### config.mk
export PLATFORM = sky130hd
export DESIGN_NAME = prog_loader_flat
export DESIGN_NICKNAME = d
export VERILOG_FILES = /design/src/rtl/prog_loader_if.sv /design/src/rtl/prog_loader.sv /design/src/flat_wrapper.sv
export SDC_FILE = /design/constraint.sdc
export NUM_CORES = 1
export LEC_CHECK = 0
export BUFFER_PORTS_ARGS = -buffer_cell sky130_fd_sc_hd__buf_2
export CELL_PAD_IN_SITES_DETAIL_PLACEMENT = 1
export CELL_PAD_IN_SITES_GLOBAL_PLACEMENT = 2
export CORE_UTILIZATION = 40
export CTS_BUF_LIST = sky130_fd_sc_hd__clkbuf_4
export DETAILED_ROUTE_END_ITERATION = 7
export PLACE_DENSITY_LB_ADDON = 0.1
export SKIP_LAST_GASP = 1
export SYNTH_ARGS = -nofsm -noshare
export SYNTH_HDL_FRONTEND = slang
export SYNTH_SLANG_ARGS = --single-unit
export TNS_END_PERCENT = 10
### constraint.sdc
create_clock -name clk -period 4 [get_ports clk]
set_input_delay 0.2 -clock clk [delete_from_list [all_inputs] [get_ports clk]]
set_output_delay 0.2 -clock clk [all_outputs]
set_load 0.01 [all_outputs]
### src/rtl/prog_loader_if.sv
// ---------------------------------------------------------------------------
// prog_loader_if : byte-stream input and instruction-memory write bus of the
// program loader, bundled with its status outputs.
//
// Parameter
//   ADDR_W      instruction-memory word-address width
// Signals
//   in_valid    byte-stream valid              (source -> loader)
//   in_data     byte-stream data, 8 bits       (source -> loader)
//   in_ready    loader can take a byte         (loader -> source)
//   imem_wren   one-cycle write strobe per assembled word
//   imem_addr   word address of the current write
//   imem_wdata  assembled 32-bit instruction word
//   cpu_hold    keep the CPU in reset
//   busy        loader is inside a frame
//   done        one-cycle pulse, frame accepted
//   err         one-cycle pulse, frame rejected
//
// Handshake: a byte transfers on a rising clk edge where in_valid && in_ready
// are both 1. The source holds in_data stable while in_valid is 1 and may drop
// in_valid at any time; in_ready does not depend on in_valid.
//
// Modports: master = byte source / memory observer, slave = the loader.
// ---------------------------------------------------------------------------
interface prog_loader_if #(
  parameter int ADDR_W = 11
);
  logic              in_valid;
  logic [7:0]        in_data;
  logic              in_ready;
  logic              imem_wren;
  logic [ADDR_W-1:0] imem_addr;
  logic [31:0]       imem_wdata;
  logic              cpu_hold;
  logic              busy;
  logic              done;
  logic              err;

  modport master (
    output in_valid, in_data,
    input  in_ready, imem_wren, imem_addr, imem_wdata,
    input  cpu_hold, busy, done, err
  );

  modport slave (
    input  in_valid, in_data,
    output in_ready, imem_wren, imem_addr, imem_wdata,
    output cpu_hold, busy, done, err
  );
endinterface

### src/rtl/prog_loader.sv
// ---------------------------------------------------------------------------
// prog_loader : receives a framed byte stream and writes it into instruction
// memory, holding the CPU in reset while a program is loading.
//
// Frame: SYNC_BYTE, count lo, count hi (N words), 4N payload bytes with each
// word little-endian (first byte = bits 7:0), then an optional checksum byte.
//
// Optional feature: define PROG_LOADER_CHECKSUM_EN to add the CHK state, which
// takes one extra byte and compares it with the XOR of all payload bytes.
//
// Ports
//   clk          system clock, rising edge
//   rst          asynchronous active-high reset
//   lp           prog_loader_if.slave (byte stream in, imem writes/status out)
//   dbg_state_o  current FSM state (IDLE=0, LEN_LO=1, LEN_HI=2, DATA=3, CHK=4)
// ---------------------------------------------------------------------------
module prog_loader #(
  parameter int          ADDR_W    = 11,
  parameter logic [7:0]  SYNC_BYTE = 8'hA5
) (
  input  logic               clk,
  input  logic               rst,
  prog_loader_if.slave       lp,
  output logic [2:0]         dbg_state_o
);

`ifdef PROG_LOADER_CHECKSUM_EN
  typedef enum logic [2:0] {
    IDLE   = 3'd0,
    LEN_LO = 3'd1,
    LEN_HI = 3'd2,
    DATA   = 3'd3,
    CHK    = 3'd4
  } state_t;
`else
  typedef enum logic [2:0] {
    IDLE   = 3'd0,
    LEN_LO = 3'd1,
    LEN_HI = 3'd2,
    DATA   = 3'd3
  } state_t;
`endif

  // Largest legal word count is the full memory depth.
  localparam logic [16:0] MAX_WORDS = 17'd1 << ADDR_W;

  state_t            state_q;
  logic [7:0]        len_lo_q;
  logic [15:0]       rem_q;        // words still to be written in this frame
  logic [ADDR_W:0]   idx_q;        // one spare bit so the index never wraps
  logic [1:0]        bcnt_q;       // byte position inside the current word
  logic [31:0]       asm_q;
  logic              wren_q;
  logic [ADDR_W-1:0] addr_q;
  logic [31:0]       wdata_q;
  logic              hold_q;
  logic              done_q;
  logic              err_q;
`ifdef PROG_LOADER_CHECKSUM_EN
  logic [7:0]        chk_q;
`endif

  logic [31:0] asm_d;
  logic [15:0] len_d;

  // New bytes enter at the top so the first byte ends up in bits 7:0.
  assign asm_d = {lp.in_data, asm_q[31:8]};
  assign len_d = {lp.in_data, len_lo_q};

  always_ff @(posedge clk or posedge rst) begin
    if (rst) begin
      state_q  <= IDLE;
      len_lo_q <= '0;
      rem_q    <= '0;
      idx_q    <= '0;
      bcnt_q   <= '0;
      asm_q    <= '0;
      wren_q   <= 1'b0;
      addr_q   <= '0;
      wdata_q  <= '0;
      hold_q   <= 1'b1;
      done_q   <= 1'b0;
      err_q    <= 1'b0;
`ifdef PROG_LOADER_CHECKSUM_EN
      chk_q    <= '0;
`endif
    end else begin
      wren_q <= 1'b0;
      done_q <= 1'b0;
      err_q  <= 1'b0;
      // in_ready is 1 whenever rst is low, so in_valid alone means accept.
      if (lp.in_valid) begin
        case (state_q)
          IDLE: begin
            if (lp.in_data == SYNC_BYTE) begin
              state_q <= LEN_LO;
              hold_q  <= 1'b1;
              idx_q   <= '0;
              bcnt_q  <= '0;
              asm_q   <= '0;
`ifdef PROG_LOADER_CHECKSUM_EN
              chk_q   <= '0;
`endif
            end
          end
          LEN_LO: begin
            len_lo_q <= lp.in_data;
            state_q  <= LEN_HI;
          end
          LEN_HI: begin
            rem_q <= len_d;
            if ({1'b0, len_d} > MAX_WORDS) begin
              err_q   <= 1'b1;
              state_q <= IDLE;
            end else if (len_d == 16'd0) begin
`ifdef PROG_LOADER_CHECKSUM_EN
              state_q <= CHK;
`else
              done_q  <= 1'b1;
              hold_q  <= 1'b0;
              state_q <= IDLE;
`endif
            end else begin
              state_q <= DATA;
            end
          end
          DATA: begin
            asm_q  <= asm_d;
            bcnt_q <= bcnt_q + 2'd1;
`ifdef PROG_LOADER_CHECKSUM_EN
            chk_q  <= chk_q ^ lp.in_data;
`endif
            if (bcnt_q == 2'd3) begin
              wren_q  <= 1'b1;
              wdata_q <= asm_d;
              addr_q  <= idx_q[ADDR_W-1:0];
              idx_q   <= idx_q + 1'b1;
              rem_q   <= rem_q - 16'd1;
              if (rem_q == 16'd1) begin
`ifdef PROG_LOADER_CHECKSUM_EN
                state_q <= CHK;
`else
                done_q  <= 1'b1;
                hold_q  <= 1'b0;
                state_q <= IDLE;
`endif
              end
            end
          end
`ifdef PROG_LOADER_CHECKSUM_EN
          CHK: begin
            // A bad checksum leaves hold_q at 1 so the CPU stays in reset.
            if (lp.in_data == chk_q) begin
              done_q <= 1'b1;
              hold_q <= 1'b0;
            end else begin
              err_q  <= 1'b1;
            end
            state_q <= IDLE;
          end
`endif
          default: state_q <= IDLE;
        endcase
      end
    end
  end

  assign lp.in_ready   = ~rst;
  assign lp.imem_wren  = wren_q;
  assign lp.imem_addr  = addr_q;
  assign lp.imem_wdata = wdata_q;
  assign lp.cpu_hold   = hold_q;
  assign lp.busy       = (state_q != IDLE);
  assign lp.done       = done_q;
  assign lp.err        = err_q;
  assign dbg_state_o   = state_q;

endmodule

### src/flat_wrapper.sv
// flat-port wrapper written by rule: the top's interface ports become plain ports
module prog_loader_flat 
#(
  parameter int          ADDR_W    = 11,
  parameter logic [7:0]  SYNC_BYTE = 8'hA5
)
  (clk, rst, dbg_state_o, lp_in_valid, lp_in_data, lp_in_ready, lp_imem_wren, lp_imem_addr, lp_imem_wdata, lp_cpu_hold, lp_busy, lp_done, lp_err);
  prog_loader_if #(.ADDR_W(ADDR_W)) lp_i ();
  input  logic clk;
  input  logic rst;
  output logic [2:0] dbg_state_o;
  input wire logic [$bits(lp_i.in_valid)-1:0] lp_in_valid;
  input wire logic [$bits(lp_i.in_data)-1:0] lp_in_data;
  output wire logic [$bits(lp_i.in_ready)-1:0] lp_in_ready;
  output wire logic [$bits(lp_i.imem_wren)-1:0] lp_imem_wren;
  output wire logic [$bits(lp_i.imem_addr)-1:0] lp_imem_addr;
  output wire logic [$bits(lp_i.imem_wdata)-1:0] lp_imem_wdata;
  output wire logic [$bits(lp_i.cpu_hold)-1:0] lp_cpu_hold;
  output wire logic [$bits(lp_i.busy)-1:0] lp_busy;
  output wire logic [$bits(lp_i.done)-1:0] lp_done;
  output wire logic [$bits(lp_i.err)-1:0] lp_err;
  assign lp_i.in_valid = lp_in_valid;
  assign lp_i.in_data = lp_in_data;
  assign lp_in_ready = lp_i.in_ready;
  assign lp_imem_wren = lp_i.imem_wren;
  assign lp_imem_addr = lp_i.imem_addr;
  assign lp_imem_wdata = lp_i.imem_wdata;
  assign lp_cpu_hold = lp_i.cpu_hold;
  assign lp_busy = lp_i.busy;
  assign lp_done = lp_i.done;
  assign lp_err = lp_i.err;
  prog_loader #(.ADDR_W(ADDR_W), .SYNC_BYTE(SYNC_BYTE)) u_core (.clk(clk), .rst(rst), .lp(lp_i), .dbg_state_o(dbg_state_o));
endmodule
After elaboration in Yosys (flattened, before gate mapping):

Cells that the tools add are included.

* $add $sub $neg: 3
* order comparisons: 1
* equality and inequality tests: 11
* mux-type cells: 33
* bitwise logic cells: 1
* reductions and logical operators: 13

Operator list (count)
* $pmux W32 S2: 1
* $mux W32: 1
* $pmux W16 S2: 1
* $mux W12: 2
* $pmux W12 S2: 1
* $eq A16 B1 Y1 const B: 1
* $gt A16 B12 Y1 const B: 1
* $logic_not A16 Y1: 1
* $mux W1: 16
* $mux W16: 1
* $sub A16 B1 Y16 const B: 1
* $add A12 B1 Y12 const B: 1
* $mux W3: 4
* $pmux W3 S4: 1
* $reduce_and A3 Y1: 3
* $eq A8 B8 Y1 const B: 1
* $ne A2 B1 Y1 const B: 4
* $reduce_and A4 Y1: 2
* $reduce_and A7 Y1: 1
* $eq A3 B2 Y1 const B: 2
* $reduce_bool A3 Y1: 2
* $mux W2: 2
* $pmux W2 S2: 1
* $reduce_bool A2 Y1: 2
* 9 further kinds: 9

* register bits: 120
* bits of input ports: 11
* word-level logic and storage cells: 74

Logic depth before layout (Yosys ltp):

* word-level depth: 5
* mapped depth: 9
* mapped depth without buffers: 7

Worst setup path after synthesis:

Ideal clock, no wire load.

* kind: input to output
* from: input rst
* to: output lp_in_ready
* arrival time: 2.520 ns
* required time: 3.800 ns
* slack: 1.280 ns
* stages on the path: 1
* path buffers: 0
* cells stage by stage: inv_1

* longest elaborated chain between the ends: 1

Ends and longest elaborated chain
* from (decl): line flat_wrapper.sv:10 `input logic rst;`
* $not A1 Y1: line prog_loader.sv:168 `assign lp.in_ready = ~rst;`
* to (decl): line flat_wrapper.sv:14 `output wire logic [$bits(lp_i.in_ready)-1:0] lp_in_ready;`

No other way between the ends.

Worst setup path in the final report:

* from: register u_core.state_q[0], in the netlist u_core.dbg_state_o[0]
* to: register u_core.rem_q[0]

* longest elaborated chain between the ends: 3
* elaborated cells between the ends (all ways): 6
* classes of those cells: eq/ne: 3; mux: 1; reduce/logical: 2

Ends and longest elaborated chain
* from (decl): line prog_loader.sv:47 `state_t state_q;`
* from (signal assigned): line prog_loader.sv:72 `state_q <= IDLE;`
* from (signal assigned): line prog_loader.sv:96 `state_q <= LEN_LO;`
* from (signal assigned): line prog_loader.sv:108 `state_q <= LEN_HI;`
* $eq A3 B2 Y1: line prog_loader.sv:93 `case (state_q)`
* $ne A2 B1 Y1 (no line) / $reduce_bool A2 Y1 (equally long branches)
* $reduce_and A3 Y1 (no line)
* to (signal assigned): line prog_loader.sv:111 `rem_q <= len_d;`
* to (signal assigned): line prog_loader.sv:138 `rem_q <= rem_q - 16'd1;`
* to (decl): line prog_loader.sv:49 `logic [15:0] rem_q;`

Parallel ways exist; a longest one is shown, timed or not.
A chain may end at the register's enable or synchronous reset.

==> flow_metrics.py <==
metrics = {
    "sta": {
        "timing.slew.headroom_pct": 25.5,
        "timing.fmax_mhz": 346,
        "rsz_0062_raised_after_global_routing": "no",
        "post-route-period-util_pct": 72.2,
        "drv_slew": 0,
        "tightestPinTransition_ps": 1120,
        "totalNegativeSetupSlack_ps": 0,
        "setup_violations": 0,
        "worst_hold_slack_ps": 47.6,
        "finalClockSkew_ps": 17.0,
        "hold_violations": 0,
        "fin_crit_ps": 2890,
    },
    "floorplanning": {
        "std_cell_rows": 39,
        "design.core.area_um2": 11600,
        "ioPinCount": 63,
        "die_area_um2": 12500,
        "initial_core_util_pct": 41.6,
        "dieHeight_um": 112,
        "floorplan_die_width_um": 112,
    },
    "setup_path": {
        "timing.critical_path.from_type": "register",
        "cp_data_arrival_time_ps": 3270,
        "critical_path_class": "reg2reg",
        "critPathCaptureType": "register",
        "worst_r2r_path_depth": 6,
        "worst-endpoint-required_ps": 4380,
        "maximum_fanout_along_the_worst_path": 25,
    },
    "synthesis": {
        "synth_edf_count": 0,
        "synth-seq-area-share_pct": 57.0,
        "yosys-top-cells-area": "sky130_fd_sc_hd__dfrtp_1 56%, sky130_fd_sc_hd__mux2_2 12%, sky130_fd_sc_hd__a22o_1 4.5%, sky130_fd_sc_hd__o21ai_0 2.5%, sky130_fd_sc_hd__ha_1 2.3%",
        "asyncSetResetFlopFracSynth_pct": 100,
        "synth_flop_type": "sky130_fd_sc_hd__dfrtp_1",
        "synth_cells": 400,
        "synth.avg_cell_area_um2": 12.1,
        "yosysWarnings": 0,
        "synth_cell_area_um2": 4830,
        "synthDominantCellAreaShare_pct": 56.4,
        "area_leader_netlist": "sky130_fd_sc_hd__dfrtp_1",
        "syn_nets": 420,
        "register_bit_total_from_synthesis": 110,
        "synth_cell_type_count": 50,
    },
    "cells_and_area": {
        "postLayoutCoreUtil_pct": 46.7,
        "layout.cells.most_common_list": "109 x sky130_fd_sc_hd__dfrtp_1, 61 x sky130_fd_sc_hd__buf_2, 53 x sky130_fd_sc_hd__mux2_2, 25 x sky130_fd_sc_hd__a22o_1",
        "synthToLayoutAreaGrowth_pct": 12.2,
        "finalNetCount": 480,
        "mostFrequentLayoutCell": "sky130_fd_sc_hd__dfrtp_1",
        "finish.instance_area_um2": 5430,
        "fill_cells": 1260,
        "ff_latch_area_um2": 2750,
        "share_of_post_route_cells_with_drive_strength_above_1_pct": 31.5,
        "antenna_cells": 0,
        "footprint_of_the_multi_input_gates_um2": 1960,
    },
    "route": {
        "wl_met1_um": 5500,
        "detailedRoute.firstIterationViolations": 140,
        "met3_routed_wirelength_um": 411,
        "route.met2.wl_um": 5390,
        "wirelength_um": 11400,
        "route.detailed.wl_per_inst_um": 18.8,
        "drtAntennaViolNets": 0,
        "vias": 3397,
        "vias_per_cell": 5.60,
        "route.detailed.drc": 7,
        "dr.max_layer_used": "met4",
        "first_pass_iters": 6,
    },
    "cts": {
        "cts.sinks": 110,
        "clk_pin_slew_ps": 170,
        "clock_tree.buffer_depth": 2,
        "cts_made_buffers": 9,
        "cts_htree_levels": 3,
        "clk_latency_ps": 490,
        "root_buffer": "sky130_fd_sc_hd__clkbuf_4",
        "tritoncts": "yes",
    },
    "run_status": {
        "outcome": "finished, violations left",
        "failing_checks": "DRC",
    },
    "global_routing": {
        "number_of_antenna_violations_at_the_first_check_in_global_routing": 0,
        "grt_start_max_net_pins": 82,
        "grt.overflow.total": 0,
        "global_route.usage.total_pct": 20.0,
        "grt_pass1_vias": 3526,
        "grt_first_pass_wirelength_um": 19300,
    },
    "place": {
        "place_hpwl_um": 7830,
        "routabilityCongestion": 0.793,
        "number_of_i_o_port_buffers": 61,
        "detailed_place.area_um2": 5290,
    },
    "pwr": {
        "cellPowerDensity_nw_per_um2": 655,
        "power.leakage_uw": 0.00260,
        "irDropWorstVdd_v": 0.000294,
        "total_power_uw": 3550,
    },
    "hold_path": {
        "timing.hold.worst_path_depth": 2,
        "holdCritPathClass": "in2reg",
    },
    "flow_run": {
        "drv.max_cap_violation_count": 0,
    },
}
==> where the power goes <==
group | total (uW) | switching [uW] | internal, uW | leakage, uW
clock | 489 | 351 | 137 | 0.0000645
combinational | 1230 | 641 | 593 | 0.00110
sequential | 1830 | 344 | 1490 | 0.00144
total | 3550 | 1340 | 2220 | 0.00260
==> final timing paths <==
check                                 startpoint                  endpoint  slack (ps)
setup / recovery           u_core.dbg_state_o[0]           u_core.rem_q[0]        1110
hold / removal                     lp_in_data[1]          u_core.asm_q[25]          50
setup reg to reg           u_core.dbg_state_o[0]           u_core.rem_q[0]        1110
hold reg to reg               u_core.lp.cpu_hold        u_core.lp.cpu_hold         500
max in group asynchronous                    rst          u_core.rem_q[14]        2540
min in group asynchronous                    rst  u_core.lp.imem_wdata[23]         490
==> synthesized netlist by cell type, drive strengths merged (3+ instances only) <==
master / instances
a21oi: 16
a22o: 25
and2: 6
buf: 5
clkbuf: 17
dfrtp: 109
ha: 9
inv: 7
mux2: 53
mux2i: 3
nand2: 24
nand2b: 3
nand3: 16
nor2: 8
nor3: 6
nor4: 11
o21ai: 25
o22ai: 13
o31ai: 8
o41ai: 3
or3: 4
or4: 3
==> metrics by stage <==
step	worst slack (ps)	cells
6_report	1110	607
3_3_place_gp	1230	589
2_1_floorplan	821	400
4_1_cts	1070	607
5_1_grt	802	607
3_5_place_dp	1090	589
==> metal layers <==
metal,up-vias,GRT usage [%]
met3,10,5.23
met2,55,32.0
li1,1614,-
met5,-,0
met1,1718,27.2
met4,0,4.89
==> state kept, by name, indices dropped and copies added (netlist names) <==
| signal | count |
|---|---|
| u_core.dbg_state_o | 2 |
| u_core.asm_q | 24 |
| u_core.bcnt_q | 2 |
| u_core.lp.err | 1 |
| u_core.lp.cpu_hold | 1 |
| u_core.lp.imem_addr | 11 |
| u_core.idx_q | 11 |
| u_core.lp.done | 1 |
| u_core.rem_q | 16 |
| u_core.lp.imem_wren | 1 |
| u_core.lp.imem_wdata | 32 |
| u_core.len_lo_q | 8 |
==> worst max-delay path, stage by stage, from the launching register on <==
cell and delay [ps]:
sky130_fd_sc_hd__dfrtp_1 490, sky130_fd_sc_hd__ha_1 800, sky130_fd_sc_hd__mux2_2 310, sky130_fd_sc_hd__and2_1 480, sky130_fd_sc_hd__buf_4 320, sky130_fd_sc_hd__nor2_1 60
sky130_fd_sc_hd__a311o_1 310
==> cells by family after synthesis <==
logic type | Yosys count | synth area share [%]
fa+ha+maj | 9 | 2.33
simple gates | 90 | 9.89
buf+inv | 30 | 2.77
mux | 56 | 13.0
compound gates | 103 | 14.8
other cells | 1 | 0.0776
flops | 110 | 57.0
xor+xnor | 1 | 0.181
==> cell type report <==
type / instances / area share (%)
multi-input combinational: 260 / 36.0
clock buffer: 11 / 1.52
timing repair buffer: 71 / 7.38
clock inverter: 4 / 0.415
tap: 143 / 3.30
inverter: 8 / 0.599
sequential: 110 / 50.7
==> repair_timing <==
| item | 4_1_cts | 5_1_grt |
|---|---|---|
| buffers inserted | 0 | 0 |
| resized for setup | 0 | 0 |
| hold buffers | 3 | 0 |
| endpoints found under the hold margin | 80 | 0 |
(Power assumes the default switching activity.)
